--- src/rtl/arb_pkg.sv ---
// Shared defaults, FSM state encoding and command record for the arbiter requester.
package arb_pkg;

    localparam int unsigned ADDR_WIDTH_DEF = 12;
    localparam int unsigned DATA_WIDTH_DEF = 8;

    typedef enum logic [1:0] {
        S_IDLE    = 2'd0,
        S_REQ     = 2'd1,
        S_RELEASE = 2'd2
    } state_t;

    typedef struct packed {
        logic [ADDR_WIDTH_DEF-1:0] addr;
        logic [DATA_WIDTH_DEF-1:0] wrdata;
        logic                      rdWrn;
    } cmd_t;

endpackage

--- src/rtl/arb_cmd_fifo.sv ---
// Command FIFO, 2^DEPTH_LOG2 entries, registered full/empty/count flags.
module arb_cmd_fifo
    import arb_pkg::*;
#(
    parameter int unsigned DEPTH_LOG2 = 2,
    parameter type entry_t = cmd_t
) (
    input  logic                clk,
    input  logic                reset,
    input  logic                push,
    input  entry_t              pushData,
    input  logic                pop,
    output entry_t              head_c,
    output logic                full,
    output logic                empty,
    output logic [DEPTH_LOG2:0] count
);

    localparam int unsigned DEPTH = 2 ** DEPTH_LOG2;
    localparam int unsigned CW    = DEPTH_LOG2 + 1;

    entry_t                mem [DEPTH];
    logic [DEPTH_LOG2-1:0] wrPtr;
    logic [DEPTH_LOG2-1:0] rdPtr;
    logic [DEPTH_LOG2:0]   countNext;
    logic                  doPush;
    logic                  doPop;

    assign doPush = push & ~full;
    assign doPop  = pop & ~empty;
    assign head_c = mem[rdPtr];

    always_comb begin
        countNext = count;
        case ({doPush, doPop})
            2'b10:   countNext = count + CW'(1);
            2'b01:   countNext = count - CW'(1);
            default: countNext = count;
        endcase
    end

    // Pointers wrap naturally at their DEPTH_LOG2 width.
    always_ff @(posedge clk or negedge reset) begin
        if (!reset) begin
            wrPtr <= '0;
            rdPtr <= '0;
            count <= '0;
            full  <= 1'b0;
            empty <= 1'b1;
        end else begin
            if (doPush) wrPtr <= wrPtr + DEPTH_LOG2'(1);
            if (doPop)  rdPtr <= rdPtr + DEPTH_LOG2'(1);
            count <= countNext;
            full  <= (countNext == CW'(DEPTH));
            empty <= (countNext == '0);
        end
    end

    always_ff @(posedge clk) begin
        if (doPush) mem[wrPtr] <= pushData;
    end

endmodule

--- src/rtl/arb_requester.sv ---
// Arbiter client: queues commands and issues them in bounded bursts per grant.
// Define ARB_REQUESTER_STATS_EN to enable the transfer/preemption counters.
module arb_requester
    import arb_pkg::*;
#(
    parameter int unsigned ADDR_WIDTH      = ADDR_WIDTH_DEF,
    parameter int unsigned DATA_WIDTH      = DATA_WIDTH_DEF,
    parameter int unsigned FIFO_DEPTH_LOG2 = 2,
    parameter int unsigned MAX_BURST       = 4
) (
    input  logic                     clk,
    input  logic                     reset,
    input  logic                     cmd_valid,
    output logic                     cmd_ready,
    input  logic [ADDR_WIDTH-1:0]    cmd_addr,
    input  logic [DATA_WIDTH-1:0]    cmd_wrdata,
    input  logic                     cmd_rdWrn,
    output logic                     rsp_valid,
    output logic [DATA_WIDTH-1:0]    rsp_rddata,
    output logic                     req,
    input  logic                     ack,
    output logic [ADDR_WIDTH-1:0]    address,
    output logic [DATA_WIDTH-1:0]    wrdata,
    input  logic [DATA_WIDTH-1:0]    rddata,
    output logic                     rdWrn,
    output logic [FIFO_DEPTH_LOG2:0] fifo_count,
    output logic [15:0]              xfer_count,
    output logic [7:0]               preempt_count
);

    localparam int unsigned CW = FIFO_DEPTH_LOG2 + 1;

    typedef struct packed {
        logic [ADDR_WIDTH-1:0] addr;
        logic [DATA_WIDTH-1:0] wrdata;
        logic                  rdWrn;
    } entry_t;

    state_t     state;
    state_t     stateNext;
    logic [7:0] burstCnt;
    logic [7:0] burstNext;
    entry_t     pushEntry;
    entry_t     head;
    entry_t     holdEntry;
    entry_t     shown;
    logic       fifoFull;
    logic       fifoEmpty;
    logic       push;
    logic       xfer;
    logic       lastEntry;

    assign pushEntry = '{addr: cmd_addr, wrdata: cmd_wrdata, rdWrn: cmd_rdWrn};
    assign cmd_ready = ~fifoFull;
    assign push      = cmd_valid & ~fifoFull;
    assign xfer      = (state == S_REQ) & ack & ~fifoEmpty;
    assign lastEntry = (fifo_count == CW'(1)) & ~push;

    arb_cmd_fifo #(
        .DEPTH_LOG2 (FIFO_DEPTH_LOG2),
        .entry_t    (entry_t)
    ) uFifo (
        .clk      (clk),
        .reset    (reset),
        .push     (push),
        .pushData (pushEntry),
        .pop      (xfer),
        .head_c   (head),
        .full     (fifoFull),
        .empty    (fifoEmpty),
        .count    (fifo_count)
    );

    // Bus shows the head entry, or the last transferred entry once drained.
    assign shown   = fifoEmpty ? holdEntry : head;
    assign address = shown.addr;
    assign wrdata  = shown.wrdata;
    assign rdWrn   = shown.rdWrn;

    always_comb begin
        stateNext = state;
        burstNext = burstCnt;
        case (state)
            S_IDLE: begin
                if (!fifoEmpty) begin
                    stateNext = S_REQ;
                    burstNext = '0;
                end
            end
            S_REQ: begin
                if (xfer) begin
                    burstNext = burstCnt + 8'd1;
                    if (lastEntry || (burstCnt + 8'd1 == 8'(MAX_BURST))) stateNext = S_RELEASE;
                end
            end
            S_RELEASE: stateNext = S_IDLE;
            default:   stateNext = S_IDLE;
        endcase
    end

    always_ff @(posedge clk or negedge reset) begin
        if (!reset) begin
            state      <= S_IDLE;
            burstCnt   <= '0;
            req        <= 1'b0;
            rsp_valid  <= 1'b0;
            rsp_rddata <= '0;
            holdEntry  <= '0;
        end else begin
            state     <= stateNext;
            burstCnt  <= burstNext;
            req       <= (stateNext == S_REQ);
            rsp_valid <= xfer & head.rdWrn;
            if (xfer) begin
                holdEntry <= head;
                if (head.rdWrn) rsp_rddata <= rddata;
            end
        end
    end

`ifdef ARB_REQUESTER_STATS_EN
    logic        ackPrev;
    logic [15:0] xferCnt;
    logic [7:0]  preemptCnt;

    // Preemption is a grant withdrawn while work is still queued.
    always_ff @(posedge clk or negedge reset) begin
        if (!reset) begin
            ackPrev    <= 1'b0;
            xferCnt    <= '0;
            preemptCnt <= '0;
        end else begin
            ackPrev <= ack;
            if (xfer && (xferCnt != 16'hFFFF)) xferCnt <= xferCnt + 16'd1;
            if (ackPrev && !ack && (state == S_REQ) && !fifoEmpty && (preemptCnt != 8'hFF))
                preemptCnt <= preemptCnt + 8'd1;
        end
    end

    assign xfer_count    = xferCnt;
    assign preempt_count = preemptCnt;
`else
    assign xfer_count    = '0;
    assign preempt_count = '0;
`endif

endmodule

--- config.mk ---
export PLATFORM = sky130hd
export DESIGN_NAME = arb_requester
export DESIGN_NICKNAME = d
export VERILOG_FILES = /design/src/rtl/arb_pkg.sv /design/src/rtl/arb_cmd_fifo.sv /design/src/rtl/arb_requester.sv
export SDC_FILE = /design/constraint.sdc
export NUM_CORES = 1
export LEC_CHECK = 0
export ABC_AREA = 0
export BUFFER_PORTS_ARGS = -buffer_cell sky130_fd_sc_hd__buf_2
export CORE_ASPECT_RATIO = 1.75
export CORE_MARGIN = 5
export CORE_UTILIZATION = 34
export DETAILED_ROUTE_END_ITERATION = 8
export PLACE_DENSITY = 0.52
export SLEW_MARGIN = 0
export SYNTH_ARGS = -nofsm -noshare
export SYNTH_HDL_FRONTEND = slang
export SYNTH_SLANG_ARGS = --single-unit
--- constraint.sdc ---
create_clock -name clk -period 3.3 [get_ports clk]
set_clock_uncertainty 0.2 [all_clocks]
set_input_delay 0.495 -clock clk [delete_from_list [all_inputs] [get_ports clk]]
set_output_delay 0.495 -clock clk [all_outputs]
set_load 0.1 [all_outputs]
### Word-level counts from Yosys, hierarchy flattened

Memory sizes are Yosys's and may differ from the RTL's.
Cells that the tools add are included.

* flip-flop bits (word level): 50
* RAM bits: 84
* word-level logic and storage cells: 55
* memories kept: 1

* add/subtract/negate cells: 5
* eq/ne operators: 9
* mux-type cells: 11
* bitwise logic cells: 10
* reduce and logical (&&, ||, !) cells: 6

Memories
* uFifo.mem: words 4, bits a word 21, read ports 1, clocked after memory_dff 0, wr ports 1, RTL line arb_cmd_fifo.sv:22 `entry_t mem [DEPTH];`

Operators by type and width (number)
* two-way mux 21 bit: 1
* two-way mux 8 bit: 2
* one-hot mux 8 bit (2 select lines): 1
* adder 8 x 1 -> 8 bit (second input constant): 1
* == test 8 x 3 -> 1 bit (second input constant): 1
* bitwise AND 1 bit: 7
* == test 2 x 1 -> 1 bit (second input constant): 3
* two-way mux 2 bit: 3
* one-hot mux 3 bit (2 select lines): 1
* adder 2 x 1 -> 2 bit (second input constant): 2
* one-hot mux 2 bit (2 select lines): 1
* adder 3 x 1 -> 3 bit (second input constant): 1
* == test 3 x 1 -> 1 bit (second input constant): 1
* == test 3 bit (second input constant): 1
* logical NOT 3 bit: 1
* NOT 1 bit: 3
* AND reduction 3 bit: 1
* subtractor 3 x 1 -> 3 bit (second input constant): 1
* == test 2 bit (second input constant): 1
* logical NOT 2 bit: 1
* two-way mux 1 bit: 2
* != test 2 x 1 -> 1 bit (second input constant): 1
* != test 2 bit (second input constant): 1
* AND reduction 2 bit: 1
* 2 further kinds: 2

### Depth between registers and ports, before layout

Gate-level depths: netlist of the first run.

* depth after elaboration: 9
* gate-level depth with buffers: 9
* mapped depth without buffers: 6

### By module

Synthesis of the first run repeated with hierarchy kept, for this count alone.

* cells, all modules: 372
* area total of the unflattened synthesis: 5686.7 µm²

By module, submodules not included
* arb_cmd_fifo: instances 1, cells an instance 155, area each 3568.4 µm², seq. area each 2748.9 µm²
* arb_requester: instances 1, cells an instance 217, area each 2118.3 µm², seq. area each 1026.0 µm²

### Worst setup path after synthesis of the first run

No wires, ideal clock.

* path kind: register to register
* from: reg uFifo.empty
* to: reg uFifo.full
* setup time: 82 ps
* data arrival time: 2070 ps
* path slack: 948 ps
* cell stages (with the launch flop): 8
* period minus slack after synthesis: 2352 ps
* cells stage by stage: dfstp_2 > buf_2 > nand4bb_4 > clkbuf_1 > ha_1 > clkbuf_1 > o32a_1 > a31oi_1

* longest elaborated chain between the ends: 6

RTL lines
* from (decl): RTL line arb_cmd_fifo.sv:15 `output logic empty,`
* from (signal assigned): RTL line arb_cmd_fifo.sv:55 `empty <= (countNext == '0);`
* NOT 1 bit *: RTL line arb_cmd_fifo.sv:30, arb_requester.sv:56
* bitwise AND 1 bit: RTL line arb_requester.sv:56 `assign xfer = (state == S_REQ) & ack & ~fifoEmpty;`
* bitwise AND 1 bit *: RTL line arb_cmd_fifo.sv:30 `assign doPop = pop & ~empty;`
* == test 2 x 1 -> 1 bit or == test 2 bit (tied branches): RTL line arb_cmd_fifo.sv:35 `case ({doPush, doPop})`
* one-hot mux 3 bit (2 select lines) *: RTL line arb_cmd_fifo.sv:35
* == test 3 bit *: RTL line arb_cmd_fifo.sv:54 `full <= (countNext == CW'(DEPTH));`
* to (signal assigned): RTL line arb_cmd_fifo.sv:54
* to (decl): RTL line arb_cmd_fifo.sv:14 `output logic full,`

Every way passes the cells marked *; elsewhere a longest branch is shown, timed or not.
A chain may end at the register's enable or synchronous reset.

### Worst setup path in the final report of the first run

* from: reg uFifo.rdPtr[0]
* to: out address[10]

* longest elaborated chain between the ends: 2

RTL lines
* from (decl): RTL line arb_cmd_fifo.sv:24 `logic [DEPTH_LOG2-1:0] rdPtr;`
* from (signal assigned): RTL line arb_cmd_fifo.sv:52 `if (doPop) rdPtr <= rdPtr + DEPTH_LOG2'(1);`
* memory (4 x 21 bit)
* two-way mux 21 bit: RTL line arb_requester.sv:75 `assign shown = fifoEmpty ? holdEntry : head;`
* to (decl): RTL line arb_requester.sv:22 `output logic [ADDR_WIDTH-1:0] address,`

Every way passes these cells.

==> flow_summary_export.csv, run 1 <==
group,metric,value,unit
floorplan,placementRows,62,
floorplan,initial_core_util,0.347,
global_route,overflow,0,
worst_setup_path,cp-startpoint,"uFifo.rdPtr[0]",
logic_synthesis,synthCells,382,
global_route,grt_first_pass_wirelength,18.8,mm
floorplan,core-area,16400,um2
clock_network,ctsResizeCount,0,
clock_network,htree_levels,4,
timing,hold_viol_final,0,
clock_network,numCtsBuffers,17,
worst_setup_path,slowest_stage,"dfrtp_2",
logic_synthesis,synth_cell_type_count,41,
worst_setup_path,worst_setup_path_start_kind,"flip-flop",
timing,fmax,332,MHz
flow_run,drv_cap,0,
worst_setup_path,r2r-end,"uFifo.full",
logic_synthesis,yosys-top-cells-count,"edfxtp_1 (84), nand2_1 (74), dfrtp_1 (49)",
global_route,antenna_found_initial,0,
route,drt-initial-drc-count,110,
cells_and_area,drive_gt1_frac,0.356,
cells_and_area,final_area,6920,um2
worst_setup_path,crit_family,"multiplexers",
placement,placed_area,6290,um2
clock_network,clk_transition_reported_paths,60,ps
status,status,"finished clean",
logic_synthesis,yosysMostFrequentCell,"edfxtp_1",
placement,post-dp-hpwl,8.28,mm
worst_setup_path,cp.depth,4,
placement,gp_congestion,0.754,
global_route,grt_pass1_vias,3511,
clock_network,cts.sinks,134,
worst_setup_path,cp.required,2600,ps
placement,place_ws,674,ps
worst_setup_path,critPathArrivalTime,2320,ps
route,drc,0,
global_route,grt_max_degree,28,
cells_and_area,area_growth,21.1,%
logic_synthesis,synthTopCellsByArea,"edfxtp_1 (44%), dfrtp_1 (21%), mux4_2 (8.3%)",
cells_and_area,layout.nets,513,
logic_synthesis,synth-edff-count,84,
logic_synthesis,synth_area_per_cell,14.9,um2
timing,period_share,0.914,
floorplan,die_area,19600,um2
timing,worst_slack,284,ps
route,dr.pass1.iters,4,
route,num_vias,3196,
worst_setup_path,cpPeakStageDelay,560,ps
floorplan,fp.dieW,108,um
floorplan,die_y,181,um
worst_setup_path,worstRegToRegCells,5,
cells_and_area,post-route-util,0.421,
clock_network,cts_buffer_depth,2,
cells_and_area,insertedDiodeCount,0,
worst_setup_path,worst-path-buf-inv,2,
logic_synthesis,synthArstFlopShare,0.373,
timing,drv_slew,0,
worst_setup_path,crit_chain,"buf_12 -> mux4_2 -> mux2_2 -> buf_2",
route,wl,11.8,mm
logic_synthesis,ys_ff_latch,134,
logic_synthesis,synth_top_cell_by_area,"edfxtp_1",
worst_setup_path,r2r_start,"uFifo.empty",
worst_setup_path,crit_type,"reg2out",
logic_synthesis,yosysWarnings,0,
placement,port_buffers,67,
worst_setup_path,endpoint,"address[10]",
timing,min_period,3020,ps
logic_synthesis,syn-cell-area,5710,um2
route,vias_per_cell,4.52,
clock_network,tritoncts,"built",
worst_hold_path,min_path_type,"in2reg",
logic_synthesis,ys.flop_type,"edfxtp_1",
global_route,grt_util_all_layers,0.128,
worst_setup_path,reg2reg_slack,810,ps
clock_network,root_buffer,"clkbuf_16",
clock_network,clock_latency,410,ps
timing,rsz0062_at_grt,"false",
floorplan,io_pins,92,
logic_synthesis,synth_top_area_frac,0.442,
route,wire_per_inst,16.6,um
logic_synthesis,seq_area_frac_synth,0.661,
route,antenna_left,0,
worst_setup_path,crit_path_max_fanout,16,
timing,finalSetupTns,0,ps
worst_setup_path,crit_path_end_kind,"output pin",
timing,setup_violations,0,
## worst min path at each step
stage                   from              end  slack, ps  cells past startpoint
6_report       cmd_wrdata[3]  uFifo.mem[0][4]        100                      1
5_1_grt        cmd_wrdata[3]  uFifo.mem[0][4]         80                      1
4_1_cts        cmd_wrdata[3]  uFifo.mem[0][4]         80                      1
3_5_place_dp           reset     holdEntry[4]        150                      1
3_3_place_gp           reset     holdEntry[4]        150                      1
2_1_floorplan          reset      burstCnt[0]       -0.6                      0
## state kept, by name, indices dropped and copies added, names as in the netlist
signal and cells:
uFifo.full 1, uFifo.count 3, req 1, rsp_rddata 8, holdEntry 21, uFifo.mem 84, uFifo.wrPtr 2, burstCnt 8
uFifo.rdPtr 2, uFifo.empty 1, rsp_valid 1, state 2
## layout make-up
cell class	instances	area, um2
Clock buffer	17	425
Clock inverter	15	194
Fill cell	1533	9530
Inverter	11	41.3
Multi-Input combinational cell	221	1720
Sequential cell	134	3780
Tap cell	224	280
Timing Repair Buffer	85	485
## cells by family (layout without fill, tap and decap cells)
kind of cell / count (synthesis) / count (layout) / share of synthesized area
other cells: 1 / 24 / 0.000657
compound gates: 27 / 27 / 0.0294
flops: 134 / 134 / 0.661
xor+xnor: 5 / 5 / 0.00767
fa+ha+maj: 10 / 10 / 0.0219
mux: 50 / 50 / 0.140
buf+inv: 50 / 128 / 0.0537
simple gates: 105 / 105 / 0.0857
## repair_timing
item / in CTS / in global routing
buffers inserted: 0 / 0
hold endpoints to repair: 5 / 0
setup endpoints to repair: 0 / 0
hold buffers: 1 / 0
## metrics by stage
step | hold slack, ps | cells
floorplan | -0.591 | 405
global placement | 146 | 674
CTS | 77.3 | 707
finish | 98.5 | 707
global route | 76.8 | 707
detailed placement | 146 | 674
## cells in the final DEF, fill, tap and decap left out, drive strengths merged, types with 2 or more instances in the layout
master,Yosys,final
edfxtp,84,84
buf,33,84
nand2,75,75
dfrtp,49,49
mux2,29,29
conb,1,24
mux4,21,21
clkbuf,6,17
inv,11,17
o21ai,13,13
ha,10,10
nor2,5,5
a21oi,5,5
and2,4,4
nor2b,3,3
nand3,3,3
xnor2,3,3
bufinv,0,3
clkinvlp,0,3
clkinv,0,3
a211oi,2,2
nor3b,2,2
nand2b,2,2
nor3,2,2
o31a,2,2
and3,2,2
a31oi,2,2
nand4,2,2
xor2,2,2
## layer usage
layer / wire length [um] / GRT usage / up-vias
met5: 0 / 0 / -
met4: 218 / 0.0501 / 0
met3: 425 / 0.0306 / 10
met2: 6740 / 0.240 / 80
met1: 4390 / 0.134 / 1597
li1: - / - / 1509
Power of run 1 is not shown: default switching activity piles up to over one toggle a cycle in this logic, so the estimate is an artifact.
==> run 2, diff against run 1 <==
--- a/config.mk
+++ b/config.mk
@@ -9,9 +9,9 @@
 export BUFFER_PORTS_ARGS = -buffer_cell sky130_fd_sc_hd__buf_2
 export CORE_ASPECT_RATIO = 1.75
 export CORE_MARGIN = 5
-export CORE_UTILIZATION = 34
+export CORE_UTILIZATION = 35
 export DETAILED_ROUTE_END_ITERATION = 8
-export PLACE_DENSITY = 0.52
+export PLACE_DENSITY = 0.53
 export SLEW_MARGIN = 0
 export SYNTH_ARGS = -nofsm -noshare
 export SYNTH_HDL_FRONTEND = slang
==> constraint.sdc (replaced) <==
create_clock -name clk -period 3.65 [get_ports clk]
set_clock_uncertainty 0.2 [all_clocks]
set_input_delay 0.5475 -clock clk [delete_from_list [all_inputs] [get_ports clk]]
set_output_delay 0.5475 -clock clk [all_outputs]
set_load 0.1 [all_outputs]
==> flow_summary_export.csv, run 2 (same netlist as run 1, synthesis figures left out) <==
group,metric,value,unit
floorplan,die_area,19100,um2
timing,slew_headroom,0.551,
route,dr.pass1.iters,4,
clock_network,htree_levels,4,
route,wire_per_inst,17.3,um
placement,port_buffers,67,
timing,fmax,336,MHz
route,wl,11.6,mm
worst_setup_path,cp-startpoint,"uFifo.rdPtr[0]",
cells_and_area,final_common_cell,"edfxtp_1",
worst_setup_path,critPathArrivalTime,2230,ps
worst_setup_path,crit_type,"reg2out",
timing,finalSetupTns,0,ps
timing,min_period,2980,ps
route,antenna_left,0,
worst_setup_path,slowest_stage,"mux4_2",
global_route,grt_first_pass_wirelength,18.0,mm
floorplan,die_y,179,um
worst_hold_path,min_path_type,"in2reg",
cells_and_area,stdcell_count,666,
clock_network,numCtsBuffers,17,
worst_setup_path,crit_chain,"buf_4 -> mux4_2 -> mux2_2 -> buf_2",
clock_network,root_buffer,"clkbuf_16",
cells_and_area,largestRegisters,"uFifo.mem: 84 flops, holdEntry: 21 flops",
clock_network,clock_latency,410,ps
worst_hold_path,min-delay-start,"cmd_addr[6]",
timing,worst_slack,672,ps
worst_setup_path,crit_path_end_kind,"output pin",
clock_network,post_cts_buffers,0,
cells_and_area,final_cell_mix,"edfxtp_1 (84), nand2_1 (74), buf_2 (67)",
timing,hold_ws,147,ps
clock_network,clk_transition_reported_paths,60,ps
placement,place_ws,1060,ps
route,drt-initial-drc-count,151,
worst_setup_path,cpPeakStageDelay,590,ps
timing,hold_viol_final,0,
cells_and_area,insertedDiodeCount,0,
clock_network,cts_buffer_depth,2,
route,num_vias,3243,
worst_setup_path,cp.required,2900,ps
cells_and_area,largest_reg_flops,84,
route,vias_per_cell,4.87,
worst_setup_path,crit_path_max_fanout,15,
cells_and_area,area_growth,19.5,%
placement,post-dp-hpwl,7.54,mm
clock_network,cts.sinks,134,
worst_setup_path,r2r-end,"uFifo.empty",
route,drc,0,
worst_setup_path,worstRegToRegCells,6,
clock_network,tritoncts,"built",
cells_and_area,fillers,1440,
floorplan,io_pins,92,
worst_setup_path,reg2reg_slack,1040,ps
cells_and_area,largest_register,"uFifo.mem",
floorplan,placementRows,61,
global_route,antenna_found_initial,0,
worst_setup_path,endpoint,"rdWrn",
timing,drv_slew,0,
timing,worst_pin_slew,672,ps
cells_and_area,layout.nets,507,
worst_setup_path,worst_setup_path_start_kind,"flip-flop",
cells_and_area,drive_gt1_frac,0.342,
flow_run,drv_cap,0,
floorplan,initial_core_util,0.358,
placement,gp_congestion,0.771,
global_route,overflow,0,
global_route,grt_util_all_layers,0.126,
global_route,grt_pass1_vias,3463,
floorplan,core-area,16000,um2
timing,period_share,0.816,
placement,dp.cells,633,
global_route,grt_max_degree,28,
timing,setup_violations,0,
worst_setup_path,r2r_start,"uFifo.empty",
floorplan,fp.dieW,107,um
timing,rsz0062_at_grt,"false",
status,status,"finished clean",
-- run 2: cell count changes in the layout (fill, tap and decap cells not counted), moves of 2 or more --
cell        previous run  this run
inv_6                  5         0
buf_4                 16        11
bufinv_16              3         1
clkbuf_16             17        21
clkbuf_1               0         2
inv_4                  0         2
clkinvlp_4             3         1
-- run 2: worst min path at each step --
| stage | slack, ps | end | depth (start not counted) |
|---|---|---|---|
| after floorplan | 50 | burstCnt[0] | 0 |
| after global placement | 250 | holdEntry[20] | 2 |
| after detailed placement | 260 | holdEntry[8] | 2 |
| after CTS | 130 | uFifo.mem[2][15] | 1 |
| after global routing | 130 | uFifo.mem[2][15] | 1 |
| final | 150 | uFifo.mem[2][15] | 1 |
-- run 2: through the flow --
step	util	instance area, um2
after floorplan	-	5800
after global placement	0.388	6190
after detailed placement	0.388	6190
after CTS	0.428	6820
after global routing	0.428	6820
final	0.428	6820
-- run 2: layout make-up --
class	instances	area, um2	share of cell area
tap	189	236	0.0347
sequential	134	3770	0.553
clock buffer	24	547	0.0801
inverter	11	41.3	0.00605
clock inverter	8	81.3	0.0119
multi-input combinational	221	1720	0.251
timing repair buffer	79	428	0.0627
-- run 2: layer usage --
layer | up-vias | wire length, um | part of all wire | GRT usage
met5 | - | 0 | 0 | 0
met4 | 0 | 171 | 0.015 | 0.0661
met3 | 13 | 468 | 0.041 | 0.0277
met2 | 85 | 6580 | 0.57 | 0.242
met1 | 1651 | 4330 | 0.38 | 0.124
li1 | 1494 | - | - | -
-- run 2: what timing repair did --
action / CTS / global route
endpoints found under the hold margin: 25 / 0
resized for setup: 0 / 0
hold buffers: 1 / 0
-- run 2: worst max-delay path: cells and delay by family (launching register included) --
family	cells	cell delay (ps)
buffers and inverters	2	610
DFF	1	340
muxes	2	870
Power of run 2 is left out for the same reason.
